--- src/rtl/mdu_issue_ctrl.sv ---
// mdu_issue_ctrl
//   Sequencing controller for the E-stage multiply/divide unit. It accepts MDU
//   ops from E and runs the multi-cycle latency counter for mult/div. It tells
//   the datapath when to capture operands (cap_en) and when to commit
//   temp_HI/LO into HI/LO (commit). It also raises the D-stage stall for any
//   instruction that touches HI/LO or the MDU.
// Ports
//   clk, reset     rising-edge clock, async active-low reset
//   e_start/e_op   E-stage MDU op: 1 mult,2 multu,3 div,4 divu,5 mthi,6 mtlo,7 mfhi,8 mflo
//   e_cancel       flush of the E-stage op and of any in-flight op
//   d_mdu_use      D-stage instruction is an MDU/HI/LO op
//   cap_en         operand capture strobe (combinational)
//   run_op         opcode of the in-flight op, 0 when idle (registered)
//   commit         HI/LO commit strobe on the last busy cycle (combinational)
//   hi_we, lo_we   mthi/mtlo write enables (combinational)
//   busy           an op is in flight (registered)
//   stall          D-stage stall request (combinational)
//   done_cnt       wrapping count of committed mult/div ops (registered)
module mdu_issue_ctrl #(
  parameter int MULT_CYCLES = 5,
  parameter int DIV_CYCLES  = 10,
  parameter int CNT_W       = 4
) (
  input  logic        clk,
  input  logic        reset,
  input  logic        e_start,
  input  logic [3:0]  e_op,
  input  logic        e_cancel,
  input  logic        d_mdu_use,
  output logic        cap_en,
  output logic [3:0]  run_op,
  output logic        commit,
  output logic        hi_we,
  output logic        lo_we,
  output logic        busy,
  output logic        stall,
  output logic [15:0] done_cnt
);

  typedef enum logic {IDLE, RUN} state_t;

  localparam logic [3:0] OP_MULT  = 4'd1;
  localparam logic [3:0] OP_MULTU = 4'd2;
  localparam logic [3:0] OP_DIV   = 4'd3;
  localparam logic [3:0] OP_DIVU  = 4'd4;
  localparam logic [3:0] OP_MTHI  = 4'd5;
  localparam logic [3:0] OP_MTLO  = 4'd6;

  localparam logic [CNT_W-1:0] MULT_LOAD = CNT_W'(MULT_CYCLES);
  localparam logic [CNT_W-1:0] DIV_LOAD  = CNT_W'(DIV_CYCLES);
  localparam logic [CNT_W-1:0] CNT_ONE   = CNT_W'(1);

  state_t           state;
  logic [CNT_W-1:0] cnt;
  logic             is_md;
  logic             is_mul;
  logic             accept;

  assign is_mul = (e_op == OP_MULT) || (e_op == OP_MULTU);
  assign is_md  = is_mul || (e_op == OP_DIV) || (e_op == OP_DIVU);

  assign busy   = (state == RUN);
  // Starts while busy are stall-protocol violations; gating on IDLE / ~busy
  // simply drops them without disturbing the in-flight op.
  assign accept = e_start & is_md & ~e_cancel & (state == IDLE);
  assign cap_en = accept;
  // A cancel on the final count cycle wins, so the commit is suppressed too.
  assign commit = busy & (cnt == CNT_ONE) & ~e_cancel;
  assign hi_we  = e_start & (e_op == OP_MTHI) & ~e_cancel & ~busy;
  assign lo_we  = e_start & (e_op == OP_MTLO) & ~e_cancel & ~busy;
  // The commit cycle still stalls; D issues once busy drops and sees new HI/LO.
  assign stall  = d_mdu_use & (busy | accept);

  always_ff @(posedge clk or negedge reset) begin
    if (!reset) begin
      state    <= IDLE;
      cnt      <= '0;
      run_op   <= '0;
      done_cnt <= '0;
    end else begin
      case (state)
        IDLE: begin
          if (accept) begin
            state  <= RUN;
            run_op <= e_op;
            cnt    <= is_mul ? MULT_LOAD : DIV_LOAD;
          end
        end
        RUN: begin
          if (e_cancel) begin
            state  <= IDLE;
            cnt    <= '0;
            run_op <= '0;
          end else if (cnt == CNT_ONE) begin
            state    <= IDLE;
            cnt      <= '0;
            run_op   <= '0;
            done_cnt <= done_cnt + 16'd1;
          end else begin
            cnt <= cnt - CNT_ONE;
          end
        end
        default: begin
          state  <= IDLE;
          cnt    <= '0;
          run_op <= '0;
        end
      endcase
    end
  end

endmodule

--- config.mk ---
export PLATFORM = sky130hd
export DESIGN_NAME = mdu_issue_ctrl
export DESIGN_NICKNAME = d
export VERILOG_FILES = /design/src/rtl/mdu_issue_ctrl.sv
export SDC_FILE = /design/constraint.sdc
export NUM_CORES = 1
export LEC_CHECK = 0
export BUFFER_PORTS_ARGS = -buffer_cell sky130_fd_sc_hd__buf_2
export CAP_MARGIN = 10
export CORE_MARGIN = 4
export CORE_UTILIZATION = 50
export DETAILED_ROUTE_END_ITERATION = 6
export PLACE_DENSITY = 0.88
export SETUP_SLACK_MARGIN = 0.15
export SYNTH_ARGS = -nofsm -noshare
export SYNTH_HDL_FRONTEND = slang
export SYNTH_SLANG_ARGS = --single-unit
--- constraint.sdc ---
create_clock -name clk -period 4.15 [get_ports clk]
set_clock_uncertainty 0.2 [all_clocks]
set_input_delay 0.6225 -clock clk [delete_from_list [all_inputs] [get_ports clk]]
set_output_delay 0.6225 -clock clk [all_outputs]
set_load 0.01 [all_outputs]
==> results.md <==
- Fin crit period: 2.71 ns
- Total negative slack: 0 ns
- Critical Path Fanout Max: 6
- Hold_buf cts: 0
- Pwr/cell area: 365 nW/um^2
- GP Congestion: 0.755
- Leakage power: 0.796 nW
- Synth cell types: 36
- Internal power: 0.365 mW
- Pre-antenna DRT Iters: 3
- Detailed Route WL: 2.59 mm
- Worst reg2reg setup slack: 1.72 ns
- GRT overflow: 0
- # setup viols final: 0
- Pre-CTS setup slack: 1.49 ns
- Vias in the first global route: 1087
- Sequential power share: 57.1%
- Commonest cells after routing, fill and taps aside: buf_2 (34), dfrtp_1 (25), xor2_1 (9), nand2_1 (9)
- Die Area: 3390 um^2
- Combinational Power Share: 23.2%
- Routed wire per std cell: 14.2 um
- Commonest non-fill, non-tap cell in the layout: buf_2
- Post-CTS Setup Repair Bufs: 0
- Tot GR Track Use: 16.3%
- Layout cell share with drive strength beyond 1: 27.3%
- Diodes inserted: 0
- Die X: 58.2 um
- Starting DRC count in detailed routing: 25
- Clk Tree Root Cell: clkbuf_4
- CTS tree: done
- Actual slew at the worst max-slew pin: 0.671 ns
- Final Cell Area: 1470 um^2
- Num CTS Buffers: 3
- Final core utilization: 64.1%
- Gate Count Post-Synth: 119
- Critical path origin: cnt[1]
- H-tree levels: 1
- Worst-path clk slew: 0.14 ns
- Die height: 58.2 um
- Residual DRC: 0
- Row cnt: 17
- Synth warn: 0
- Clock buffer depth: 2
- Later-pin clock latency in the skew report: 0.31 ns
- Max Slew Vio Count: 0
- First-pass GRT wire length: 4.42 mm
- FF-to-FF End: done_cnt[10]
- Clk pwr share: 19.7%
- Mapped Area: 1260 um^2
- Tcrit/Tclk final: 65.3%
- PostCTS Resize Cnt: 0
- I/O Buffers: 34
- Worst hold slack: 0.0732 ns
- Syn avg cell area: 10.6 um^2
- Reg-to-Reg Start: cnt[1]
- Sw power: 0.172 mW
- Status: finished clean
- Fin cells: 182
- Setup ws final: 1.44 ns
- Post-layout power: 0.538 mW
- Placed instance count: 178
- Final hold vios: 0
- RSZ-0062 raised after global routing: no
- Top FF cell, synth: dfrtp_1
- Worst Path Arrival: 1.89 ns
- Critical Path Start Type: flop
- Initial Util: 54.8%
- Vias: 999
- Total clock sinks: 25
- R2r worst-path depth: 6
- Worst Setup End Kind: output port
- Boundary Pins: 35
- Pin count of the biggest net entering global routing: 26
- Hold Crit Class: input port to asynchronous set/reset pin
- Req. time, crit path: 3.33 ns
- Total of max-cap violations: 0
- Routed vias/inst: 5.49
- Number of synthesized flops with an enable pin: 0
- Max transition margin: 54.8%
- Fillers: 198
- Seq cells post-synth: 25
- Sw frac: 32.1%
- Cell area after placement: 1450 um^2
- Placeable Area: 2300 um^2
- Area growth syn-to-layout: 16.9%
- Async set-reset flop share out of synthesis: 100%
- Max IR drop VDD: 0.216 mV
- Final nets: 167
- Post-synthesis sequential area ratio: 49.7%
- Initial antenna violation count: 0
- WS Path Type: flop to output port
- Post-Syn Nets: 131
- Post-DP HPWL: 2.04 mm
- Max Freq: 369 MHz
- ANT nets after route: 0
-- kinds of logic after synthesis --
family | after synthesis | share of synthesized area (%)
xor gates and xnor gates | 16 | 11.1
DFF | 25 | 49.7
muxes | 4 | 3.28
AOI/OAI and AO/OA | 18 | 8.44
and+or+nand+nor | 46 | 21.7
buffers and inverters | 7 | 2.78
adders and majority gates | 3 | 2.98
-- worst max-delay path, cell delays in order (launching register included) --
cell and delay [ns]:
dfrtp_1 0.41, inv_1 0.10, ha_1 0.17, or3b_1 0.44, nor2_1 0.26, buf_2 0.19
-- synth_stat cells (all sizes together) (3+ instances only) --
cell    n  area (um^2)
a21oi   4         20.0
dfrtp  25          626
ha      3         37.5
inv     4         15.0
mux2i   3         30.0
nand2   9         33.8
nand3   5         25.0
nor2    6         22.5
nor3    5         36.3
nor3b   4         30.0
o21ai   7         35.0
xnor2   7         61.3
xor2    9         78.8
-- state kept, by name, indices dropped and copies added (netlist names) --
signal and cells:
done_cnt 16, run_op 4, cnt 4, busy 1
-- routing by layer --
layer  global-route usage (%)  share of wire (%)  wire, um
met5                        0                  0         0
met3                     3.56                6.5       169
met1                     19.0                 44      1140
met4                     4.64               0.35         9
met2                     29.8                 49      1270
-- power by group through the flow --
| stage | Sequential (mW) | Clock [mW] | Combinational (mW) |
|---|---|---|---|
| after floorplan | 0.313 | 0 | 0.0749 |
| after global placement | 0.310 | 0 | 0.121 |
| after detailed placement | 0.311 | 0 | 0.128 |
| after CTS | 0.307 | 0.111 | 0.128 |
| after global routing | 0.314 | 0.122 | 0.144 |
| final | 0.307 | 0.106 | 0.125 |
-- worst max-delay path by stage --
stage | endpoint | slack [ns] | cells past startpoint
floorplan | stall | 1.83 | 3
global placement | stall | 1.53 | 5
detailed placement | stall | 1.49 | 5
CTS | commit | 1.42 | 5
global route | commit | 1.29 | 5
finish | commit | 1.44 | 5
-- area by class of cell --
type / count / area (um^2) / share of cell area [%]
inverter: 4 / 15.0 / 1.02
multi-input combinational: 87 / 599 / 40.7
timing repair buffer: 34 / 170 / 11.6
tap: 28 / 35.0 / 2.38
clock buffer: 3 / 22.5 / 1.53
sequential: 25 / 626 / 42.5
clock inverter: 1 / 5.00 / 0.340
Power figures use the tool's default switching activity.
